**src/rtl/spi_read_fifo.sv**
```systemverilog
// -----------------------------------------------------------------------------
// spi_read_fifo
//
// Collects the bytes returned by a multi-register SPI chip read into a
// first-word-fall-through FIFO that the bus side drains with pop/dout.
// A small FSM (IDLE / COLLECT / DONE) counts received against expected bytes
// and raises sticky read_done, overflow and timeout flags.
//
// Build option:
//   SPI_RDFIFO_ADDR_TAG_EN  defined   -> 16-bit entries, dout = {reg_addr, data}
//                           undefined -> 8-bit entries, dout = data; no address
//                                        counter is built
//
// Parameters:
//   DEPTH           FIFO entries, power of two, >= 2
//   TIMEOUT_CYCLES  max clk cycles between bytes while collecting (0 = off)
//
// Ports:
//   clk, rstn                 IP clock, asynchronous active-low reset
//   cmd_start                 1-cycle pulse: a read command was issued
//   cmd_num_regs              bytes expected (sampled on cmd_start)
//   cmd_start_addr            first register address (sampled on cmd_start)
//   rd_byte, rd_byte_valid    byte and strobe from the SPI driver
//   flush                     empty the FIFO and clear overflow
//   pop                       consume the head entry
//   dout                      head entry (valid whenever empty == 0)
//   empty, full, level        FIFO status
//   busy                      collecting bytes of a command
//   read_done, overflow,
//   timeout                   sticky status flags
// -----------------------------------------------------------------------------
module spi_read_fifo #(
    parameter int DEPTH          = 256,
    parameter int TIMEOUT_CYCLES = 65535,
`ifdef SPI_RDFIFO_ADDR_TAG_EN
    localparam int DW            = 16
`else
    localparam int DW            = 8
`endif
) (
    input  logic                     clk,
    input  logic                     rstn,
    input  logic                     cmd_start,
    input  logic [7:0]               cmd_num_regs,
    input  logic [7:0]               cmd_start_addr,
    input  logic [7:0]               rd_byte,
    input  logic                     rd_byte_valid,
    input  logic                     flush,
    input  logic                     pop,
    output logic [DW-1:0]            dout,
    output logic                     empty,
    output logic                     full,
    output logic [$clog2(DEPTH):0]   level,
    output logic                     busy,
    output logic                     read_done,
    output logic                     overflow,
    output logic                     timeout
);

    localparam int AW = $clog2(DEPTH);
    localparam int LW = AW + 1;
    localparam int TW = (TIMEOUT_CYCLES > 1) ? $clog2(TIMEOUT_CYCLES) : 1;
    // The timer counts idle cycles 0..TIMEOUT_CYCLES-1; reaching the last
    // value with no strobe is the TIMEOUT_CYCLES-th idle cycle.
    localparam logic [TW-1:0] TIMER_LAST = TW'((TIMEOUT_CYCLES > 0) ? TIMEOUT_CYCLES - 1 : 0);
    localparam logic [LW-1:0] LEVEL_FULL = LW'(DEPTH);

    typedef enum logic [1:0] {
        S_IDLE    = 2'd0,
        S_COLLECT = 2'd1,
        S_DONE    = 2'd2
    } state_e;

    // ---------------------------------------------------------------- FSM
    state_e          state_q, state_d;
    logic [7:0]      exp_q, exp_d;
    logic [7:0]      rcv_q, rcv_d;
    logic [TW-1:0]   timer_q, timer_d;
    logic            read_done_q, read_done_d;
    logic            timeout_q, timeout_d;
    logic            push_req;
    logic [7:0]      rcv_inc;
    logic [DW-1:0]   push_data;

    assign rcv_inc = rcv_q + 8'd1;

    // NOTE: every variable written here gets a default first, so no path can
    // leave one unassigned and infer a latch.
    always_comb begin
        state_d     = state_q;
        exp_d       = exp_q;
        rcv_d       = rcv_q;
        timer_d     = timer_q;
        read_done_d = read_done_q;
        timeout_d   = timeout_q;
        push_req    = 1'b0;

        if (cmd_start) begin
            // A new command always wins, aborting any read in flight; a strobe
            // in this same cycle belongs to nobody and is dropped.
            exp_d     = cmd_num_regs;
            rcv_d     = 8'd0;
            timer_d   = '0;
            timeout_d = 1'b0;
            if (cmd_num_regs == 8'd0) begin
                state_d     = S_DONE;
                read_done_d = 1'b1;
            end else begin
                state_d     = S_COLLECT;
                read_done_d = 1'b0;
            end
        end else if (state_q == S_COLLECT) begin
            if (rd_byte_valid) begin
                push_req = 1'b1;
                rcv_d    = rcv_inc;
                timer_d  = '0;
                if (rcv_inc == exp_q) begin
                    state_d     = S_DONE;
                    read_done_d = 1'b1;
                end
            end else if ((TIMEOUT_CYCLES != 0) && (timer_q == TIMER_LAST)) begin
                state_d   = S_IDLE;
                timeout_d = 1'b1;
            end else begin
                timer_d = timer_q + TW'(1);
            end
        end
    end

    // NOTE: sequential state is updated with non-blocking assignments only.
    always_ff @(posedge clk or negedge rstn) begin
        if (!rstn) begin
            state_q     <= S_IDLE;
            exp_q       <= 8'd0;
            rcv_q       <= 8'd0;
            timer_q     <= '0;
            read_done_q <= 1'b0;
            timeout_q   <= 1'b0;
        end else begin
            state_q     <= state_d;
            exp_q       <= exp_d;
            rcv_q       <= rcv_d;
            timer_q     <= timer_d;
            read_done_q <= read_done_d;
            timeout_q   <= timeout_d;
        end
    end

    // ---------------------------------------------------- address tagging
`ifdef SPI_RDFIFO_ADDR_TAG_EN
    logic [7:0] addr_q, addr_d;

    always_comb begin
        addr_d = addr_q;
        if (cmd_start) begin
            addr_d = cmd_start_addr;
        end else if (push_req) begin
            // Advances on every accepted strobe, even if the FIFO drops it.
            addr_d = addr_q + 8'd1;
        end
    end

    always_ff @(posedge clk or negedge rstn) begin
        if (!rstn) begin
            addr_q <= 8'd0;
        end else begin
            addr_q <= addr_d;
        end
    end

    assign push_data = {addr_q, rd_byte};
`else
    logic unused_start_addr;
    assign unused_start_addr = ^cmd_start_addr;
    assign push_data         = rd_byte;
`endif

    // --------------------------------------------------------------- FIFO
    logic [DW-1:0]  mem_q [DEPTH];
    logic [AW-1:0]  wr_ptr_q, wr_ptr_d;
    logic [AW-1:0]  rd_ptr_q, rd_ptr_d;
    logic [LW-1:0]  level_q, level_d;
    logic           overflow_q, overflow_d;
    logic [DW-1:0]  dout_q, dout_d;
    logic           do_pop, do_push, wr_en;

    assign do_pop  = pop && (level_q != '0);
    // When full, a simultaneous pop frees the slot this push lands in.
    assign do_push = push_req && ((level_q != LEVEL_FULL) || do_pop);

    always_comb begin
        wr_ptr_d   = wr_ptr_q;
        rd_ptr_d   = rd_ptr_q;
        level_d    = level_q;
        overflow_d = overflow_q;
        dout_d     = dout_q;
        wr_en      = 1'b0;

        if (flush) begin
            // Flush beats push and pop; dout keeps its last value.
            wr_ptr_d   = '0;
            rd_ptr_d   = '0;
            level_d    = '0;
            overflow_d = 1'b0;
        end else begin
            if (do_pop) begin
                rd_ptr_d = rd_ptr_q + AW'(1);
            end
            if (do_push) begin
                wr_en    = 1'b1;
                wr_ptr_d = wr_ptr_q + AW'(1);
            end else if (push_req) begin
                overflow_d = 1'b1;
            end
            level_d = level_q + LW'(do_push) - LW'(do_pop);
            // dout is a registered copy of the next head. The new head is the
            // byte being written this cycle when it lands in the head slot
            // (empty FIFO, or the last entry popped while pushing).
            if (level_d != '0) begin
                dout_d = (do_push && (wr_ptr_q == rd_ptr_d)) ? push_data : mem_q[rd_ptr_d];
            end
        end
    end

    // NOTE: the storage array has no reset; only pointers, level and dout do,
    // which is enough to make every stale entry unreachable.
    always_ff @(posedge clk) begin
        if (wr_en) begin
            mem_q[wr_ptr_q] <= push_data;
        end
    end

    always_ff @(posedge clk or negedge rstn) begin
        if (!rstn) begin
            wr_ptr_q   <= '0;
            rd_ptr_q   <= '0;
            level_q    <= '0;
            overflow_q <= 1'b0;
            dout_q     <= '0;
        end else begin
            wr_ptr_q   <= wr_ptr_d;
            rd_ptr_q   <= rd_ptr_d;
            level_q    <= level_d;
            overflow_q <= overflow_d;
            dout_q     <= dout_d;
        end
    end

    // ------------------------------------------------------------ outputs
    assign dout      = dout_q;
    assign empty     = (level_q == '0);
    assign full      = (level_q == LEVEL_FULL);
    assign level     = level_q;
    assign busy      = (state_q == S_COLLECT);
    assign read_done = read_done_q;
    assign overflow  = overflow_q;
    assign timeout   = timeout_q;

endmodule

```
**config.mk**
```make
export PLATFORM = sky130hd
export DESIGN_NAME = spi_read_fifo
export DESIGN_NICKNAME = d
export VERILOG_FILES = /design/src/rtl/spi_read_fifo.sv
export SDC_FILE = /design/constraint.sdc
export NUM_CORES = 2
export LEC_CHECK = 0
export ABC_AREA = 1
export BUFFER_PORTS_ARGS = -buffer_cell sky130_fd_sc_hd__buf_4
export CAP_MARGIN = 20
export CELL_PAD_IN_SITES_DETAIL_PLACEMENT = 0
export CELL_PAD_IN_SITES_GLOBAL_PLACEMENT = 1
export CORE_MARGIN = 1.5
export CORE_UTILIZATION = 47
export DETAILED_ROUTE_END_ITERATION = 8
export PLACE_DENSITY_LB_ADDON = 0.15
export SETUP_SLACK_MARGIN = 0.4
export SYNTH_ARGS = -nofsm -noshare
export SYNTH_HDL_FRONTEND = slang
export SYNTH_SLANG_ARGS = --single-unit
```
**constraint.sdc**
```tcl
create_clock -name clk -period 3.1 [get_ports clk]
set_input_delay 0.62 -clock clk [delete_from_list [all_inputs] [get_ports clk]]
set_output_delay 0.62 -clock clk [all_outputs]
set_load 0.05 [all_outputs]
```
==> results.py <==
metrics = {
    "setup_path": {
        "critPathMaxFanout": 64,
        "worst-path-buf-inv": 5,
        "crit_top_cell": "nand3_1",
        "cpPeakStageDelay_ns": 0.41,
        "cp.arrival_ns": 4.28,
        "required_ns": 3.88,
        "path_class": "register to register",
        "start_kind": "register",
        "critPathSlowestCell": "dfrtp_2",
        "cp_top_family": "simple AND/OR/NAND/NOR gates",
        "end_kind": "register",
        "crit_chain": "inv_2, ha_4, nand2_4, nor2_4, nand3_4, buf_4, nand3_4, buf_4, buf_16, buf_4, nand3_1, nand2_1, nand2_1, nand3_1, nand3_1, nand3_1, nand3_1, nand3_1, nand3_2, nand3_1, nand2_2, nand2_1",
    },
    "grt": {
        "grt_max_degree": 90,
        "grt.overflow.total": 0,
        "grtUsageTotal_pct": 27.4,
        "grt_pass1_vias": 62659,
        "grt_pass1_wl_mm": 406,
        "grt_antenna_before_repair": 4,
    },
    "route": {
        "dr_total_vias": 64420,
        "drt-met1-wl_mm": 117,
        "ant_nets": 0,
        "wl_met3_mm": 18.0,
        "viasPerCell": 5.52,
        "drt-initial-drc-count": 6061,
        "routedWlPerCell_um": 23.4,
        "routed_wl_mm": 273,
        "wl_met2_mm": 130,
        "top_layer": "met4",
        "remaining_drc_errors": 0,
        "first_pass_iters": 6,
    },
    "synthesis": {
        "synth_seq_cells": 2118,
        "synth_edf_count": 2048,
        "synth_simple_gate_area_share_pct": 22.4,
        "ys_warn_count": 0,
        "synthAdderAreaFrac_pct": 0.291,
        "yosysSeqAreaShare_pct": 68.1,
        "avgSynthCellArea_um2": 11.1,
        "syn-num-nets": 8436,
        "synth_xor_area_share_pct": 0.255,
        "netlist_area_um2": 92800,
        "netlist_instances": 8385,
        "ys.flop_type": "edfxtp_1",
        "synthArstFlopShare_pct": 3.31,
        "synth_top_family_by_area": "simple AND/OR/NAND/NOR gates",
        "yosysUniqueCellTypes": 48,
        "synthMuxAreaShare_pct": 0,
        "synth_compound_area_share_pct": 2.35,
    },
    "status": {
        "violations": "negative setup slack",
        "outcome": "complete, but fails checks",
    },
    "clock_network": {
        "clkLatencyLatePin_ns": 0.86,
        "cts_inserted_buffers": 221,
        "cts_tree": "built",
        "cts_max_path_buffers": 3,
        "clock-sinks": 2118,
        "h-tree-depth": 4,
        "cts_root_buf": "clkbuf_16",
        "clkTransAtPathRegs_ns": 0.06,
    },
    "sta": {
        "period_share_pct": 113,
        "setup_viol": 10,
        "fmax_ghz": 0.286,
        "worst_pin_slew_ns": 0.949,
        "final_max_slew_viol_count": 0,
        "rsz0062_at_grt": "true",
        "layout_setup_ws_ns": -0.399,
        "tns_ns": -3.26,
        "hold_viol": 0,
        "layout_min_cycle_time_ns": 3.50,
        "slew_headroom_pct": 36.5,
        "clock_skew_ns": 0.0343,
    },
    "layout": {
        "syn2layout_area_growth_pct": 19.7,
        "drive_above_1_share_pct": 15.3,
        "fillers": 16385,
        "post-route-util_pct": 56.8,
        "fin_nets": 8895,
    },
    "placed_design": {
        "portBuffers": 44,
        "place_congestion": 0.888,
        "dp_hpwl_mm": 172,
    },
    "min_path": {
        "min_path_type": "primary input to register",
    },
    "floorplanning": {
        "die_x_um": 447,
        "coreArea_um2": 196000,
        "start_util_pct": 47.5,
        "dieArea_um2": 200000,
        "pin_count": 53,
        "rows": 162,
        "fp.dieH_um": 447,
    },
    "pwr": {
        "power.total_uw": 77300,
        "power_leakage_uw": 0.0426,
        "p_per_area_nw_per_um2": 696,
        "vdd.ir_drop.worst_v": 0.000875,
    },
    "flow_run": {
        "drv_cap": 0,
    },
}
## flip-flops by register name (all words and copies together) (netlist names)
register   count
rcv_q          8
wr_ptr_q       8
timeout        1
exp_q          8
rd_ptr_q       8
mem_q       2048
read_done      1
overflow       1
state_q        2
level          9
dout           8
timer_q       16
## report_power, final
part / switching [uW] / internal [uW]
clock network: 11100 / 14900
registers: 225 / 31500
logic: 12400 / 7200
## Yosys cell counts (2+ instances only)
master,count,area share (%)
edfxtp_1,2048,66
nand3_1,1896,10
nand2_1,1743,7.0
inv_1,898,3.6
nand3b_1,439,3.6
nor2_1,317,1.3
buf_2,243,1.3
o211ai_1,232,1.9
clkbuf_1,210,0.85
dfrtp_1,70,1.9
buf_1,63,0.25
buf_4,54,0.44
o21ai_0,28,0.15
a21oi_1,23,0.12
ha_1,20,0.27
xor2_1,16,0.15
nand4_1,13,0.088
nor3_1,10,0.054
o22ai_1,8,0.054
xnor2_1,6,0.057
buf_6,4,0.049
inv_2,4,0.016
nor2_2,4,0.027
o21bai_1,4,0.032
nand2_2,3,0.020
nor4_1,3,0.020
a211oi_1,2,0.016
a31oi_1,2,0.013
nor3b_1,2,0.016
o31ai_1,2,0.016
## routing by layer
metal,vias to the layer above,GRT usage (%)
met2,2141,44.3
met4,0,8.74
met5,-,0
met3,363,3.78
met1,31864,38.3
li1,30052,-
## cells in the final DEF (no fill, tap or decap), drive strengths merged
master       netlist  final
a211oi             3      3
a21oi             24     24
a221oi             1      1
a31oi              2      2
and2               2      2
and3               1      1
buf              364    796
bufbuf             0      5
bufinv             0     20
clkbuf           210    269
clkinv             1    119
clkinvlp           0      1
dfrtp             70     70
diode              0      3
dlygate4sd3        0      9
edfxtp          2048   2048
fa                 1      1
ha                20     20
inv              902    909
nand2           1747   1747
nand3           1898   1898
nand3b           439    439
nand4             13     13
nor2             322    322
nor3              10     10
nor3b              2      2
nor4               3      3
o211ai           232    232
o21a               1      1
o21ai             30     30
o21bai             4      4
o22ai              8      8
o31ai              2      2
or2                1      1
xnor2              6      6
xor2              18     18
## metrics by stage
| stage | std cells | setup WS [ns] | hold WS, ns | instance area [um^2] |
|---|---|---|---|---|
| CTS | 11652 | -0.402 | 0.136 | 111000 |
| finish | 11663 | -0.399 | 0.193 | 111000 |
| detailed placement | 11197 | -0.597 | 0.479 | 103000 |
| global route | 11661 | -0.559 | 0.157 | 111000 |
| floorplan | 8385 | -0.0563 | 0.324 | 93800 |
| global placement | 11197 | -0.713 | 0.474 | 103000 |
## cell type report
type                            count  area, um^2  share of cell area (%)
Tap cell                         2624        3280                    2.95
Timing Repair Buffer              810        9000                    8.10
Clock inverter                    146        1270                    1.15
Inverter                          903        3420                    3.08
Antenna cell                        3        7.51                 0.00676
Multi-Input combinational cell   4790       25100                    22.6
Sequential cell                  2118       63300                    56.9
Clock buffer                      269        5780                    5.21
## path summary, 6_finish.rpt
check	from	depth (start not counted)	slack [ns]	endpoint
min in group asynchronous	rstn	2	0.32	state_q[0]
max in group asynchronous	rstn	3	2.14	dout[2]
max reg2reg	level[6]	22	-0.40	dout[5]
min	rd_byte[2]	1	0.19	mem_q[0][2]
min reg2reg	exp_q[0]	2	0.49	exp_q[0]
max	level[6]	22	-0.40	dout[5]
## repair_timing
item                                   4_1_cts  5_1_grt
endpoints found under the hold margin       49        0
buffers inserted                            25        8
pin swaps                                   38       24
cloned                                       6        0
gates resized for setup                    155       57
hold buffers                                 9        0
setup endpoints to repair                 2002     1938
## kinds of logic after synthesis
group	count (synthesis)
AOI/OAI and AO/OA	307
buffers and inverters	1477
adders and majority gates	21
DFF	2118
and+or+nand+nor	4438
xor gates and xnor gates	24
Note: power is estimated with default switching activity, not from simulation.
